<file path="config.mk">
export PLATFORM = sky130hd
export DESIGN_NAME = riscv_mc_ctrl
export DESIGN_NICKNAME = d
export VERILOG_FILES = /design/src/rtl/riscv_mc_ctrl.sv
export SDC_FILE = /design/constraint.sdc
export NUM_CORES = 1
export LEC_CHECK = 0
export ABC_AREA = 1
export BUFFER_PORTS_ARGS = -buffer_cell sky130_fd_sc_hd__buf_2
export CORE_ASPECT_RATIO = 1.25
export CORE_MARGIN = 2
export CORE_UTILIZATION = 54
export CTS_CLUSTER_SIZE = 20
export DETAILED_ROUTE_END_ITERATION = 8
export HOLD_SLACK_MARGIN = 0.08
export PLACE_DENSITY = 0.82
export SLEW_MARGIN = 20
export SYNTH_ARGS = -nofsm -noshare
export SYNTH_HDL_FRONTEND = slang
export SYNTH_SLANG_ARGS = --single-unit
</file>
<file path="constraint.sdc">
create_clock -name clk -period 2.9 [get_ports clk]
set_clock_uncertainty 0.15 [all_clocks]
set_input_delay 0.29 -clock clk [delete_from_list [all_inputs] [get_ports clk]]
set_output_delay 0.29 -clock clk [all_outputs]
set_load 0.05 [all_outputs]
</file>
<file path="src/rtl/riscv_mc_ctrl.sv">
// Multicycle control FSM for the RV32I core: fetch/decode/execute/memory/write-back sequencing.
// Optional RISCV_PERF_CNT_EN adds free-running cycle and retired-instruction counters.
module riscv_mc_ctrl #(
  parameter int unsigned MEM_TIMEOUT = 16,
  parameter int unsigned TMO_W       = 5
) (
  input  logic       clk,
  input  logic       rst_n,
  input  logic [6:0] opcode,
  input  logic [2:0] funct3,
  input  logic       cmp_true,
  input  logic       mem_ready,
  output logic       pc_we,
  output logic [1:0] pc_sel,
  output logic       ir_we,
  output logic       mem_req,
  output logic       mem_we,
  output logic       mem_addr_sel,
  output logic [1:0] alu_a_sel,
  output logic       alu_b_sel,
  output logic       reg_we,
  output logic [1:0] wb_sel,
  output logic       retired,
  output logic       illegal,
  output logic       bus_err,
  output logic [2:0] state
`ifdef RISCV_PERF_CNT_EN
  ,
  output logic [31:0] cycle_cnt,
  output logic [31:0] instret_cnt
`endif
);

  typedef enum logic [2:0] {
    StRst    = 3'd0,
    StFetch  = 3'd1,
    StDecode = 3'd2,
    StExec   = 3'd3,
    StMem    = 3'd4,
    StWb     = 3'd5,
    StHalt   = 3'd6
  } state_e;

  typedef enum logic [3:0] {
    ClsLui, ClsAuipc, ClsJal, ClsJalr, ClsBranch, ClsLoad, ClsStore, ClsOpImm, ClsOp, ClsIllegal
  } cls_e;

  localparam logic [TMO_W-1:0] TmoLast = TMO_W'(MEM_TIMEOUT - 1);

  state_e           state_q, state_d;
  cls_e             cls_q, cls_d, dec_cls;
  logic [TMO_W-1:0] tmo_q, tmo_d;
  logic             illegal_q, illegal_d;
  logic             bus_err_q, bus_err_d;
  logic             mem_wait;

  always_ff @(posedge clk) begin
    if (!rst_n) begin
      state_q   <= StRst;
      cls_q     <= ClsIllegal;
      tmo_q     <= '0;
      illegal_q <= 1'b0;
      bus_err_q <= 1'b0;
    end else begin
      state_q   <= state_d;
      cls_q     <= cls_d;
      tmo_q     <= tmo_d;
      illegal_q <= illegal_d;
      bus_err_q <= bus_err_d;
    end
  end

  always_comb begin
    dec_cls = ClsIllegal;
    case (opcode)
      7'b0110111: dec_cls = ClsLui;
      7'b0010111: dec_cls = ClsAuipc;
      7'b1101111: dec_cls = ClsJal;
      7'b1100111: if (funct3 == 3'b000) dec_cls = ClsJalr;
      7'b1100011: if (funct3 != 3'b010 && funct3 != 3'b011) dec_cls = ClsBranch;
      7'b0000011: if (funct3 inside {3'b000, 3'b001, 3'b010, 3'b100, 3'b101}) dec_cls = ClsLoad;
      7'b0100011: if (funct3 <= 3'b010) dec_cls = ClsStore;
      7'b0010011: dec_cls = ClsOpImm;
      7'b0110011: dec_cls = ClsOp;
      default:    dec_cls = ClsIllegal;
    endcase
  end

  always_comb begin
    state_d      = state_q;
    cls_d        = cls_q;
    tmo_d        = tmo_q;
    illegal_d    = illegal_q;
    bus_err_d    = bus_err_q;
    mem_wait     = 1'b0;
    pc_we        = 1'b0;
    pc_sel       = 2'd0;
    ir_we        = 1'b0;
    mem_req      = 1'b0;
    mem_we       = 1'b0;
    mem_addr_sel = 1'b0;
    alu_a_sel    = 2'd0;
    alu_b_sel    = 1'b0;
    reg_we       = 1'b0;
    wb_sel       = 2'd0;
    retired      = 1'b0;

    unique case (state_q)
      StRst: state_d = StFetch;
      StFetch: begin
        mem_req = 1'b1;
        if (mem_ready) begin
          ir_we   = 1'b1;
          state_d = StDecode;
        end else begin
          mem_wait = 1'b1;
        end
      end
      StDecode: begin
        cls_d = dec_cls;
        if (dec_cls == ClsIllegal) begin
          illegal_d = 1'b1;
          state_d   = StHalt;
        end else begin
          state_d = StExec;
        end
      end
      StExec: begin
        unique case (cls_q)
          ClsBranch: begin
            pc_we   = 1'b1;
            pc_sel  = cmp_true ? 2'd1 : 2'd0;
            retired = 1'b1;
            state_d = StFetch;
          end
          ClsJal, ClsJalr: begin
            reg_we  = 1'b1;
            wb_sel  = 2'd2;
            pc_we   = 1'b1;
            pc_sel  = (cls_q == ClsJal) ? 2'd1 : 2'd2;
            retired = 1'b1;
            state_d = StFetch;
          end
          ClsLoad, ClsStore: begin
            alu_b_sel = 1'b1;
            state_d   = StMem;
          end
          ClsOp: state_d = StWb;
          ClsOpImm: begin
            alu_b_sel = 1'b1;
            state_d   = StWb;
          end
          ClsLui: begin
            alu_a_sel = 2'd2;
            alu_b_sel = 1'b1;
            state_d   = StWb;
          end
          ClsAuipc: begin
            alu_a_sel = 2'd1;
            alu_b_sel = 1'b1;
            state_d   = StWb;
          end
          default: state_d = StHalt;
        endcase
      end
      StMem: begin
        mem_req      = 1'b1;
        mem_addr_sel = 1'b1;
        mem_we       = (cls_q == ClsStore);
        if (mem_ready) begin
          if (cls_q == ClsStore) begin
            pc_we   = 1'b1;
            retired = 1'b1;
            state_d = StFetch;
          end else begin
            state_d = StWb;
          end
        end else begin
          mem_wait = 1'b1;
        end
      end
      StWb: begin
        reg_we  = 1'b1;
        wb_sel  = (cls_q == ClsLoad) ? 2'd1 : 2'd0;
        pc_we   = 1'b1;
        retired = 1'b1;
        state_d = StFetch;
      end
      StHalt: state_d = StHalt;
      default: state_d = StHalt;
    endcase

    if (mem_wait) begin
      if (tmo_q == TmoLast) begin
        bus_err_d = 1'b1;
        state_d   = StHalt;
      end else begin
        tmo_d = tmo_q + 1'b1;
      end
    end
    if (state_d != state_q) tmo_d = '0;

    // Suppress architectural commits in a cycle that is about to be reset away.
    if (!rst_n) begin
      pc_we   = 1'b0;
      reg_we  = 1'b0;
      ir_we   = 1'b0;
      retired = 1'b0;
    end
  end

  assign state   = state_q;
  assign illegal = illegal_q;
  assign bus_err = bus_err_q;

`ifdef RISCV_PERF_CNT_EN
  logic [31:0] cycle_cnt_q, instret_cnt_q;

  always_ff @(posedge clk) begin
    if (!rst_n) begin
      cycle_cnt_q   <= '0;
      instret_cnt_q <= '0;
    end else begin
      if (state_q != StRst && state_q != StHalt) cycle_cnt_q <= cycle_cnt_q + 32'd1;
      if (retired) instret_cnt_q <= instret_cnt_q + 32'd1;
    end
  end

  assign cycle_cnt   = cycle_cnt_q;
  assign instret_cnt = instret_cnt_q;
`endif

endmodule

</file>
==> results of run 1 <==
## worst paths after layout
path	start	depth (start not counted)	slack, ns	end
worst max-delay path	state[1]	8	0.48	pc_we
worst min-delay path	mem_ready	4	0.29	bus_err
worst max register to register	tmo_q[0]	14	0.96	tmo_q[2]
worst min register to register	illegal	2	0.32	illegal
## tightest hold or removal path: cells and delay by family
kind / cells / cell delay, ns
AO/OA/AOI/OAI: 1 / 0.07
buffers and inverters: 2 / 0.20
AND/OR/NAND/NOR: 1 / 0.12
## flip-flops by register name (all words and copies together) (netlist names)
| signal | flops |
|---|---|
| state | 3 |
| tmo_q | 5 |
| bus_err | 1 |
| illegal | 1 |
| cls_q | 4 |
## cell families (layout without fill, tap and decap cells)
| logic type | count (synthesis) | in the layout | synth area share |
|---|---|---|---|
| AOI/OAI and AO/OA | 29 | 29 | 0.147 |
| xor gates and xnor gates | 3 | 3 | 0.0216 |
| adders and majority gates | 2 | 2 | 0.0206 |
| buffers and inverters | 35 | 69 | 0.111 |
| DFF | 14 | 14 | 0.230 |
| muxes | 1 | 1 | 0.00822 |
| and+or+nand+nor | 119 | 119 | 0.461 |
## power by group
group	internal, mW	switching (mW)
Sequential	0.217	0.0397
Clock	0.0764	0.0645
Combinational	0.109	0.276
## metrics by stage
step                      instances  setup slack, ns  power [mW]
final                           268            0.481       0.782
after global routing            268            0.343       0.830
after CTS                       268            0.486       0.782
after detailed placement        264            0.797       0.642
after global placement          264            0.755       0.638
after floorplan                 203           0.0812       0.561
## layout make-up
class	instances	area, sq um	share of cell area
clock buffer	4	36.3	0.0246
multi-input combinational	154	837	0.566
timing repair buffer	32	160	0.108
inverter	33	124	0.0838
sequential	14	282	0.191
tap	31	38.8	0.0262
## routing by layer
layer / track usage / share of wire / up-vias
li1: - / - / 728
met1: 0.285 / 0.43 / 607
met2: 0.393 / 0.51 / 39
met3: 0.0190 / 0.044 / 6
met4: 0.0857 / 0.019 / 0
met5: 0 / 0 / -
## cell usage after synthesis (2+ instances only)
cell	count
sky130_fd_sc_hd__nand2_2	4
sky130_fd_sc_hd__a21oi_2	2
sky130_fd_sc_hd__nor2_1	40
sky130_fd_sc_hd__ha_1	2
sky130_fd_sc_hd__nor2_4	2
sky130_fd_sc_hd__o21ai_0	5
sky130_fd_sc_hd__a21oi_1	11
sky130_fd_sc_hd__inv_1	20
sky130_fd_sc_hd__a211oi_1	2
sky130_fd_sc_hd__o21ai_1	2
sky130_fd_sc_hd__nand3_1	20
sky130_fd_sc_hd__xor2_1	2
sky130_fd_sc_hd__nor3_1	4
sky130_fd_sc_hd__dfxtp_1	14
sky130_fd_sc_hd__nor4_1	2
sky130_fd_sc_hd__inv_2	12
sky130_fd_sc_hd__nand2_1	40
==> results.sh, run 1 <==
export IMPL_num_rows=19
export IMPL_cts_max_path_buffers=2
export IMPL_cts_buffers_inserted=3
export IMPL_unrepaired_setup_endpoints_after_global_routing="false"
export IMPL_worst_skew_pair_late_latency_ns=0.28
export IMPL_yosysWarnings=0
export IMPL_post_synth_main_area_contributors="sky130_fd_sc_hd__dfxtp_1 (23%), sky130_fd_sc_hd__nand2_1 (12%), sky130_fd_sc_hd__nor2_1 (12%)"
export IMPL_hold_violations=0
export IMPL_arrival_ns=1.98
export IMPL_postSynthAreaPerCell_sq_um=6.00
export IMPL_drc=0
export IMPL_design_portCount=33
export IMPL_via_to_cell_ratio=5.15
export IMPL_io_buffers=32
export IMPL_post_route_period_util=0.834
export IMPL_grt_usage=0.229
export IMPL_timing_critical_path_to_type="output pin"
export IMPL_postCtsSetupBuffers=0
export IMPL_final_cell_area_sq_um=1480
export IMPL_grt_pass1_wl_microns=4590
export IMPL_wl_microns=2800
export IMPL_worst_case_vdd_ir_drop_uv=344
export IMPL_drt_first_iter_violations=45
export IMPL_max_clock_freq_mhz=413
export IMPL_finalSetupTns_ns=0
export IMPL_cts_repair_resize_count=0
export IMPL_synthCells=203
export IMPL_worstPathRequired_ns=2.46
export IMPL_routed_wire_length_per_instance_microns=10.4
export IMPL_worstSetupStartpointType="flip-flop"
export IMPL_clock_tree_root_cell="sky130_fd_sc_hd__clkbuf_4"
export IMPL_critical_path_slowest_cell="sky130_fd_sc_hd__dfxtp_1"
export IMPL_worstPathMaxFanout=7
export IMPL_holdCritPathClass="in2reg"
export IMPL_share_of_the_synthesized_area_in_the_top_cell_type=0.230
export IMPL_layout_commonest_cell="sky130_fd_sc_hd__nand2_1"
export IMPL_cts_sinks=14
export IMPL_clk_pin_slew_ns=0.09
export IMPL_grt_start_max_net_pins=13
export IMPL_diodes=0
export IMPL_dieWidth_microns=46.5
export IMPL_grt_antenna_before_repair=0
export IMPL_crit_path_cell_trace="inv_2, nand2_1, nor2_2, inv_1, o21ai_0, inv_1, a21oi_4, buf_2"
export IMPL_flow_area_growth_from_synthesis_pct=21.4
export IMPL_report_final_setup_viol=0
export IMPL_die_area_sq_um=2650
export IMPL_worst_hold_slack_ns=0.287
export IMPL_powerDensity_nw_per_um2=530
export IMPL_count_of_buffer_and_inverter_cells_on_the_critical_path=4
export IMPL_cts_hold_buffers_added=0
export IMPL_async_reset_ff_frac=0
export IMPL_start_util=0.563
export IMPL_core_region_area_sq_um=2160
export IMPL_placed_area_sq_um=1440
export IMPL_critPathTopFamily="buffers and inverters"
export IMPL_gr_ovfl_total=0
export IMPL_timing_worst_slew_pin_value_ns=0.448
export IMPL_leading_cell_types_in_the_layout_fill_and_taps_excluded="sky130_fd_sc_hd__nand2_1 (40), sky130_fd_sc_hd__nor2_1 (37), sky130_fd_sc_hd__buf_2 (32)"
export IMPL_drv_max_cap_violation_count=0
export IMPL_critical_path_top_cell_by_count="sky130_fd_sc_hd__inv_1"
export IMPL_yosysUniqueCellTypes=36
export IMPL_dr_total_vias=1380
export IMPL_cts_tree="yes"
export IMPL_synth_sequential_area_ratio=0.230
export IMPL_drive_gt1_frac=0.300
export IMPL_cellLeakagePower_nw=0.708
export IMPL_gp_congestion=0.912
export IMPL_fill_cells=205
export IMPL_number_of_enable_flip_flop_cells_after_synthesis=0
export IMPL_final_core_util=0.683
export IMPL_drtPass1Iterations=5
export IMPL_synth_ff_type="sky130_fd_sc_hd__dfxtp_1"
export IMPL_synth_fp_nets=219
export IMPL_run_status="finished, final reports clean"
export IMPL_fp_dieH_microns=57.1
export IMPL_place_hpwl_microns=2330
export IMPL_detail_route_antenna_nets=0
export IMPL_synth_top_cell_by_area="sky130_fd_sc_hd__dfxtp_1"
export IMPL_max_slew_margin=0.701
export IMPL_count_of_nets_after_finishing=254
export IMPL_min_period_ns=2.42
export IMPL_cpPeakStageDelay_ns=0.38
export IMPL_clock_tree_htree_level_count=1
export IMPL_mappedNetlistArea_sq_um=1220
export IMPL_via_count_of_the_first_global_routing_pass=1180
export IMPL_maxSlewViolCount=0
export IMPL_critical_path_class="reg2out"
export IMPL_postSynthRegisterBits=14
Note: power is estimated with default switching activity, not from simulation.
==> run 2: changes to the inputs <==
ABC_AREA = 0   (was 1)
CORE_UTILIZATION = 46   (was 54)
PLACE_DENSITY = 0.75   (was 0.82)
clock period = 1.9 ns   (was 2.9 ns; I/O delays follow)
==> run 2 against run 1 <==
The run now ends with negative setup slack left. First-iteration DRC count is 69% higher. Worst setup slack worse by 0.51 ns. Non-clock buffer count increased by 32. Synthesized cell count shrank 24%. Combinational power is 41% higher. Area after synthesis decreased by 4.3%. Cell count decreased by 7.8%. Sequential share of layout area down 3.2 points. Cell area grew 30%. Global-route usage up 4.3 points. Register-to-register slack worse by 0.94 ns. Sequential power increased by 39%. Critical endpoint is now state[0]. Largest cell class unchanged. Largest power group unchanged.
==> results.sh, run 2 <==
export IMPL_run_status="complete, but fails checks"
export IMPL_failed_checks="negative setup slack"
export IMPL_unrepaired_setup_endpoints_after_global_routing="true"
export IMPL_via_to_cell_ratio=6.15
export IMPL_critical_path_class="in2reg"
export IMPL_maxSlewViolCount=0
export IMPL_holdCritPathClass="in2reg"
export IMPL_share_of_the_synthesized_area_in_the_top_cell_type=0.241
export IMPL_wl_microns=4400
export IMPL_clock_tree_htree_level_count=1
export IMPL_grt_pass1_wl_microns=6130
export IMPL_fp_dieH_microns=60.3
export IMPL_num_rows=20
export IMPL_cts_sinks=14
export IMPL_cts_buffers_inserted=3
export IMPL_synth_fp_nets=171
export IMPL_arrival_ns=1.97
export IMPL_mappedNetlistArea_sq_um=1160
export IMPL_worst_skew_pair_late_latency_ns=0.29
export IMPL_worst_hold_slack_ns=0.0837
export IMPL_drtPass1Iterations=4
export IMPL_worstSetupStartpointType="primary input"
export IMPL_worstPathRequired_ns=1.94
export IMPL_clock_tree_root_cell="sky130_fd_sc_hd__clkbuf_4"
export IMPL_layout_commonest_cell="sky130_fd_sc_hd__buf_4"
export IMPL_count_of_nets_after_finishing=231
export IMPL_placed_area_sq_um=1580
export IMPL_detail_route_antenna_nets=0
export IMPL_routed_wire_length_per_instance_microns=17.8
export IMPL_critPathTopFamily="buffers and inverters"
export IMPL_dr_total_vias=1519
export IMPL_final_cell_area_sq_um=1920
export IMPL_cpPeakStageDelay_ns=0.54
export IMPL_yosysWarnings=0
export IMPL_drc=0
export IMPL_powerDensity_nw_per_um2=584
export IMPL_drv_max_cap_violation_count=0
export IMPL_cts_tree="yes"
export IMPL_min_period_ns=1.93
export IMPL_yosysUniqueCellTypes=47
export IMPL_total_power_mw=1.12
export IMPL_synth_common_cells="sky130_fd_sc_hd__dfxtp_1 (14), sky130_fd_sc_hd__nor2_1 (13), sky130_fd_sc_hd__a21oi_1 (10), sky130_fd_sc_hd__o21ai_0 (10), sky130_fd_sc_hd__inv_1 (9)"
export IMPL_gr_ovfl_total=0
export IMPL_grt_start_max_net_pins=14
export IMPL_synth_ff_type="sky130_fd_sc_hd__dfxtp_1"
export IMPL_drive_gt1_frac=0.533
export IMPL_max_slew_margin=0.732
export IMPL_start_util=0.480
export IMPL_grt_usage=0.272
export IMPL_synth_top_cell_by_area="sky130_fd_sc_hd__dfxtp_1"
export IMPL_fill_cells=182
export IMPL_post_synth_main_area_contributors="sky130_fd_sc_hd__dfxtp_1 (24%), sky130_fd_sc_hd__a21oi_1 (4.3%), sky130_fd_sc_hd__o21ai_0 (4.3%)"
export IMPL_cts_max_path_buffers=2
export IMPL_gp_congestion=0.831
export IMPL_async_reset_ff_frac=0
export IMPL_max_clock_freq_mhz=519
export IMPL_core_region_area_sq_um=2430
export IMPL_max_flop_register="tmo_q"
export IMPL_synthCells=155
export IMPL_grt_antenna_before_repair=0
export IMPL_timing_worst_slew_pin_value_ns=0.399
export IMPL_worstPathMaxFanout=4
export IMPL_postSynthAreaPerCell_sq_um=7.52
export IMPL_number_of_enable_flip_flop_cells_after_synthesis=0
export IMPL_leading_cell_types_in_the_layout_fill_and_taps_excluded="sky130_fd_sc_hd__buf_4 (33), sky130_fd_sc_hd__buf_2 (22), sky130_fd_sc_hd__nor2_1 (11)"
export IMPL_crit_path_cell_trace="dlygate4sd3_1, buf_2, nand2_1, or3_4, o311ai_4, nor4_1, o21a_1"
export IMPL_place_hpwl_microns=2630
export IMPL_report_final_setup_viol=5
export IMPL_clk_pin_slew_ns=0.09
export IMPL_dieWidth_microns=49.0
export IMPL_timing_critical_path_to_type="flip-flop"
export IMPL_final_worst_setup_slack_ns=-0.0264
export IMPL_flow_area_growth_from_synthesis_pct=65.1
export IMPL_worst_case_vdd_ir_drop_uv=466
export IMPL_finalSetupTns_ns=-0.0848
export IMPL_via_count_of_the_first_global_routing_pass=1460
export IMPL_hold_violations=0
export IMPL_count_of_buffer_and_inverter_cells_on_the_critical_path=2
export IMPL_die_area_sq_um=2950
export IMPL_critical_path_slowest_cell="sky130_fd_sc_hd__dlygate4sd3_1"
export IMPL_diodes=0
export IMPL_io_buffers=32
export IMPL_cellLeakagePower_nw=0.755
export IMPL_post_route_period_util=1.01
export IMPL_drt_first_iter_violations=76
export IMPL_postSynthRegisterBits=14
export IMPL_largest_register_ffs=5
export IMPL_design_portCount=33
export IMPL_synth_sequential_area_ratio=0.241
export IMPL_cell_with_the_most_instances_after_synthesis="sky130_fd_sc_hd__dfxtp_1"
==> run 2: cell types whose count changed in the layout (fill, tap and decap cells not counted), moves of 10 or more <==
| cell | delta |
|---|---|
| sky130_fd_sc_hd__buf_4 | +33 |
| sky130_fd_sc_hd__nand2_1 | -33 |
| sky130_fd_sc_hd__nor2_1 | -26 |
| sky130_fd_sc_hd__nand3_1 | -13 |
| sky130_fd_sc_hd__inv_1 | -12 |
| sky130_fd_sc_hd__inv_2 | -11 |
| sky130_fd_sc_hd__buf_2 | -10 |
==> run 2: logic make-up after synthesis <==
kind of cell / Yosys count / synth area share
AOI/OAI and AO/OA: 51 / 0.316
adders and majority gates: 2 / 0.0215
DFF: 14 / 0.241
muxes: 1 / 0.00967
xor gates and xnor gates: 4 / 0.0301
buffers and inverters: 18 / 0.0677
and+or+nand+nor: 65 / 0.315
==> run 2: repair_timing <==
item | CTS | global route
hold endpoints to repair | 2 | 0
setup buffers | 12 | 4
setup endpoints to repair | 15 | 14
hold buffers | 2 | 0
resized for setup | 26 | 22
pin swaps | 8 | 9
==> run 2: stage by stage <==
stage          utilization  worst slack [ns]  instances
3_5_place_dp         0.652            -0.139        225
3_3_place_gp         0.652           -0.0533        225
5_1_grt              0.792           -0.0837        247
6_report             0.792           -0.0264        247
2_1_floorplan            -            -0.129        155
4_1_cts              0.744           0.00182        243
==> run 2: tightest hold or removal path: stages <==
cell and delay (ns):
sky130_fd_sc_hd__buf_2 0.11, sky130_fd_sc_hd__o2111ai_1 0.11, sky130_fd_sc_hd__a21oi_1 0.07
==> run 2: final cells by class <==
class / count / area [sq um] / share of cell area
flip-flops and latches: 14 / 305 / 0.159
repair buffers: 64 / 473 / 0.246
clock buffers: 4 / 36.3 / 0.0189
inverters: 9 / 33.8 / 0.0176
multi-input cells: 123 / 1030 / 0.537
well taps: 33 / 41.3 / 0.0215
==> run 2: final timing paths <==
| path | startpoint | endpoint | slack [ns] | cells after the start |
|---|---|---|---|---|
| min reg2reg | illegal | illegal | 0.30 | 2 |
| max reg2reg | tmo_q[1] | tmo_q[4] | 0.02 | 8 |
| max | opcode[1] | state[0] | -0.03 | 7 |
| min | opcode[0] | cls_q[1] | 0.08 | 3 |
==> run 2: power breakdown <==
part           switching, mW  leakage [nW]  internal, mW  total, mW
logic                  0.330         0.616         0.214      0.544
registers             0.0379         0.118         0.317      0.355
clock network          0.107        0.0210         0.117      0.224
total                  0.476         0.755         0.647       1.12
==> run 2: metal layers <==
metal	GRT usage	up-vias	part of all wire
met5	0	-	0
met4	0.163	0	0.058
met3	0.0500	28	0.046
met2	0.562	70	0.56
met1	0.245	721	0.34
li1	-	700	-
==> run 3: changes to the inputs <==
--- a/config.mk
+++ b/config.mk
@@ -7,3 +7,3 @@
 export LEC_CHECK = 0
-export ABC_AREA = 0
+export ABC_AREA = 1
 export BUFFER_PORTS_ARGS = -buffer_cell sky130_fd_sc_hd__buf_2
@@ -11,3 +11,3 @@
 export CORE_MARGIN = 2
-export CORE_UTILIZATION = 46
+export CORE_UTILIZATION = 47
 export CTS_CLUSTER_SIZE = 20
@@ -15,3 +15,3 @@
 export HOLD_SLACK_MARGIN = 0.08
-export PLACE_DENSITY = 0.75
+export PLACE_DENSITY = 0.76
 export SLEW_MARGIN = 20
==> constraint.sdc (replaced) <==
create_clock -name clk -period 1.9 [get_ports clk]
set_clock_uncertainty 0.15 [all_clocks]
set_input_delay 0.285 -clock clk [delete_from_list [all_inputs] [get_ports clk]]
set_output_delay 0.285 -clock clk [all_outputs]
set_load 0.05 [all_outputs]
==> run 3 against run 2 <==
The run still ends with negative setup slack left. Worst hold slack better by 0.20 ns. Via count is 6.7% higher. Register-to-register slack worse by 0.06 ns. Power is 31% higher. Largest cell class unchanged.
==> results.sh, run 3 (synthesis results as in run 1) <==
export IMPL_run_status="complete, but fails checks"
export IMPL_failed_checks="negative setup slack"
export IMPL_routed_wire_length_per_instance_microns=14.2
export IMPL_critical_path_class="reg2out"
export IMPL_maxSlewViolCount=0
export IMPL_diodes=0
export IMPL_worst_case_vdd_ir_drop_uv=617
export IMPL_via_count_of_the_first_global_routing_pass=1362
export IMPL_dr_total_vias=1621
export IMPL_cts_max_path_buffers=2
export IMPL_unrepaired_setup_endpoints_after_global_routing="true"
export IMPL_drtPass1Iterations=4
export IMPL_drc=0
export IMPL_cellLeakagePower_nw=0.886
export IMPL_grt_pass1_wl_microns=5480
export IMPL_clk_pin_slew_ns=0.08
export IMPL_top_usage_layer="met2"
export IMPL_final_core_util=0.783
export IMPL_wl_microns=4260
export IMPL_start_util=0.496
export IMPL_drive_gt1_frac=0.491
export IMPL_report_final_setup_viol=12
export IMPL_reg2reg_setup_slack_ns=-0.04
export IMPL_cts_buffers_inserted=3
export IMPL_global_route_usage_met1=0.259
export IMPL_final_worst_setup_slack_ns=-0.126
export IMPL_leading_cell_types_in_the_layout_fill_and_taps_excluded="sky130_fd_sc_hd__nand2_1 (35), sky130_fd_sc_hd__buf_4 (32), sky130_fd_sc_hd__nor2_1 (29)"
export IMPL_fill_cells=178
export IMPL_worst_skew_pair_late_latency_ns=0.27
export IMPL_critical_path_endpoint="retired"
export IMPL_worstPathMaxFanout=5
export IMPL_worst_setup_path_startpoint="cls_q[3]"
export IMPL_via_to_cell_ratio=5.40
export IMPL_hold_violations=0
export IMPL_max_clock_freq_mhz=494
export IMPL_layout_commonest_cell="sky130_fd_sc_hd__nand2_1"
export IMPL_largest_register_ffs=5
export IMPL_grt_usage=0.228
export IMPL_ff2ff_path_depth=14
export IMPL_count_of_nets_after_finishing=284
export IMPL_gp_congestion=0.803
export IMPL_grt_met2_usage=0.453
export IMPL_dieWidth_microns=49.5
export IMPL_drt_first_iter_violations=66
export IMPL_cts_sinks=14
export IMPL_clock_tree_htree_level_count=1
export IMPL_post_route_period_util=1.07
export IMPL_worstPathRequired_ns=1.46
export IMPL_powerDensity_nw_per_um2=765
export IMPL_clock_tree_root_cell="sky130_fd_sc_hd__clkbuf_4"
export IMPL_flow_area_growth_from_synthesis_pct=57.8
export IMPL_cts_tree="yes"
export IMPL_placed_area_sq_um=1610
export IMPL_holdCritPathClass="in2reg"
export IMPL_worstSetupStartpointType="flip-flop"
export IMPL_detail_route_antenna_nets=0
export IMPL_io_buffers=32
export IMPL_min_period_ns=2.03
export IMPL_max_slew_margin=0.634
export IMPL_place_hpwl_microns=2390
export IMPL_timing_worst_slew_pin_value_ns=0.548
export IMPL_final_cell_area_sq_um=1920
export IMPL_timing_critical_path_to_type="output pin"
export IMPL_num_rows=20
export IMPL_fp_dieH_microns=60.9
export IMPL_die_area_sq_um=3020
export IMPL_critical_register_to_register_path_endpoint="tmo_q[0]"
export IMPL_core_region_area_sq_um=2450
export IMPL_gr_ovfl_total=0
export IMPL_grt_use_met3=0.0172
export IMPL_worst_hold_slack_ns=0.286
export IMPL_crit_reg2reg_launch="tmo_q[1]"
export IMPL_grt_start_max_net_pins=13
export IMPL_pre_cts_ws_ns=0.0189
export IMPL_design_portCount=33
export IMPL_drv_max_cap_violation_count=0
export IMPL_grt_antenna_before_repair=0
export IMPL_max_flop_register="tmo_q"
export IMPL_arrival_ns=1.59
[run 3: cell count changes in the layout (fill, tap and decap cells not counted), moves of 5 or more]
cell                       previous run  this run
sky130_fd_sc_hd__nand3_1              7        19
sky130_fd_sc_hd__buf_6                2         8
sky130_fd_sc_hd__nand2b_1             5         0
sky130_fd_sc_hd__nand2_2              1         7
sky130_fd_sc_hd__inv_2                1        13
sky130_fd_sc_hd__inv_1                8        16
sky130_fd_sc_hd__nor2_1              11        29
sky130_fd_sc_hd__nand2_1              7        35
sky130_fd_sc_hd__nor2_2               1         7
[run 3: what timing repair did]
| action | in CTS | in global routing |
|---|---|---|
| buffers inserted | 11 | 7 |
| pin swaps | 7 | 16 |
| hold endpoints to repair | 0 | 0 |
| setup endpoints to repair | 8 | 16 |
| resized for setup | 19 | 31 |
| hold buffers | 0 | 0 |
[run 3: metal layers]
| metal | share of wire | up-vias |
|---|---|---|
| met5 | 0 | - |
| met4 | 0.032 | 0 |
| met3 | 0.061 | 14 |
| met2 | 0.51 | 71 |
| met1 | 0.40 | 750 |
| li1 | - | 786 |
[run 3: worst min-delay path by stage]
stage | start | to | slack, ns | cells after the start
detailed placement | illegal | illegal | 0.30 | 2
global placement | illegal | illegal | 0.30 | 2
finish | mem_ready | bus_err | 0.29 | 4
global route | mem_ready | bus_err | 0.31 | 4
CTS | mem_ready | bus_err | 0.26 | 4
floorplan | rst_n | cls_q[0] | 0.31 | 3
[run 3: cell type report]
type | instances | area (sq um) | share of cell area
Tap cell | 33 | 41.3 | 0.0215
Multi-Input combinational cell | 154 | 966 | 0.503
Clock buffer | 4 | 36.3 | 0.0189
Inverter | 33 | 136 | 0.0710
Sequential cell | 14 | 300 | 0.156
Timing Repair Buffer | 62 | 440 | 0.229
[run 3: where the power goes]
| group | switching (mW) | total [mW] | internal, mW |
|---|---|---|---|
| clock network | 0.0921 | 0.208 | 0.116 |
| logic | 0.555 | 0.861 | 0.306 |
| registers | 0.0582 | 0.399 | 0.341 |
[run 3: per-stage QoR]
stage / power, mW / setup TNS (ns) / instances
3_3_place_gp: 1.06 / 0 / 279
3_5_place_dp: 1.06 / 0 / 279
2_1_floorplan: 0.897 / -1.06 / 203
6_report: 1.47 / -0.530 / 300
4_1_cts: 1.35 / -0.0147 / 294
5_1_grt: 1.54 / -1.55 / 300
[run 3: worst max-delay path, cell delays in order (launching register included)]
cell,delay [ns]
sky130_fd_sc_hd__dfxtp_4,0.38
sky130_fd_sc_hd__nor2_4,0.12
sky130_fd_sc_hd__nand4_1,0.17
sky130_fd_sc_hd__o21ai_4,0.21
sky130_fd_sc_hd__inv_2,0.08
sky130_fd_sc_hd__a21oi_4,0.17
sky130_fd_sc_hd__buf_6,0.19
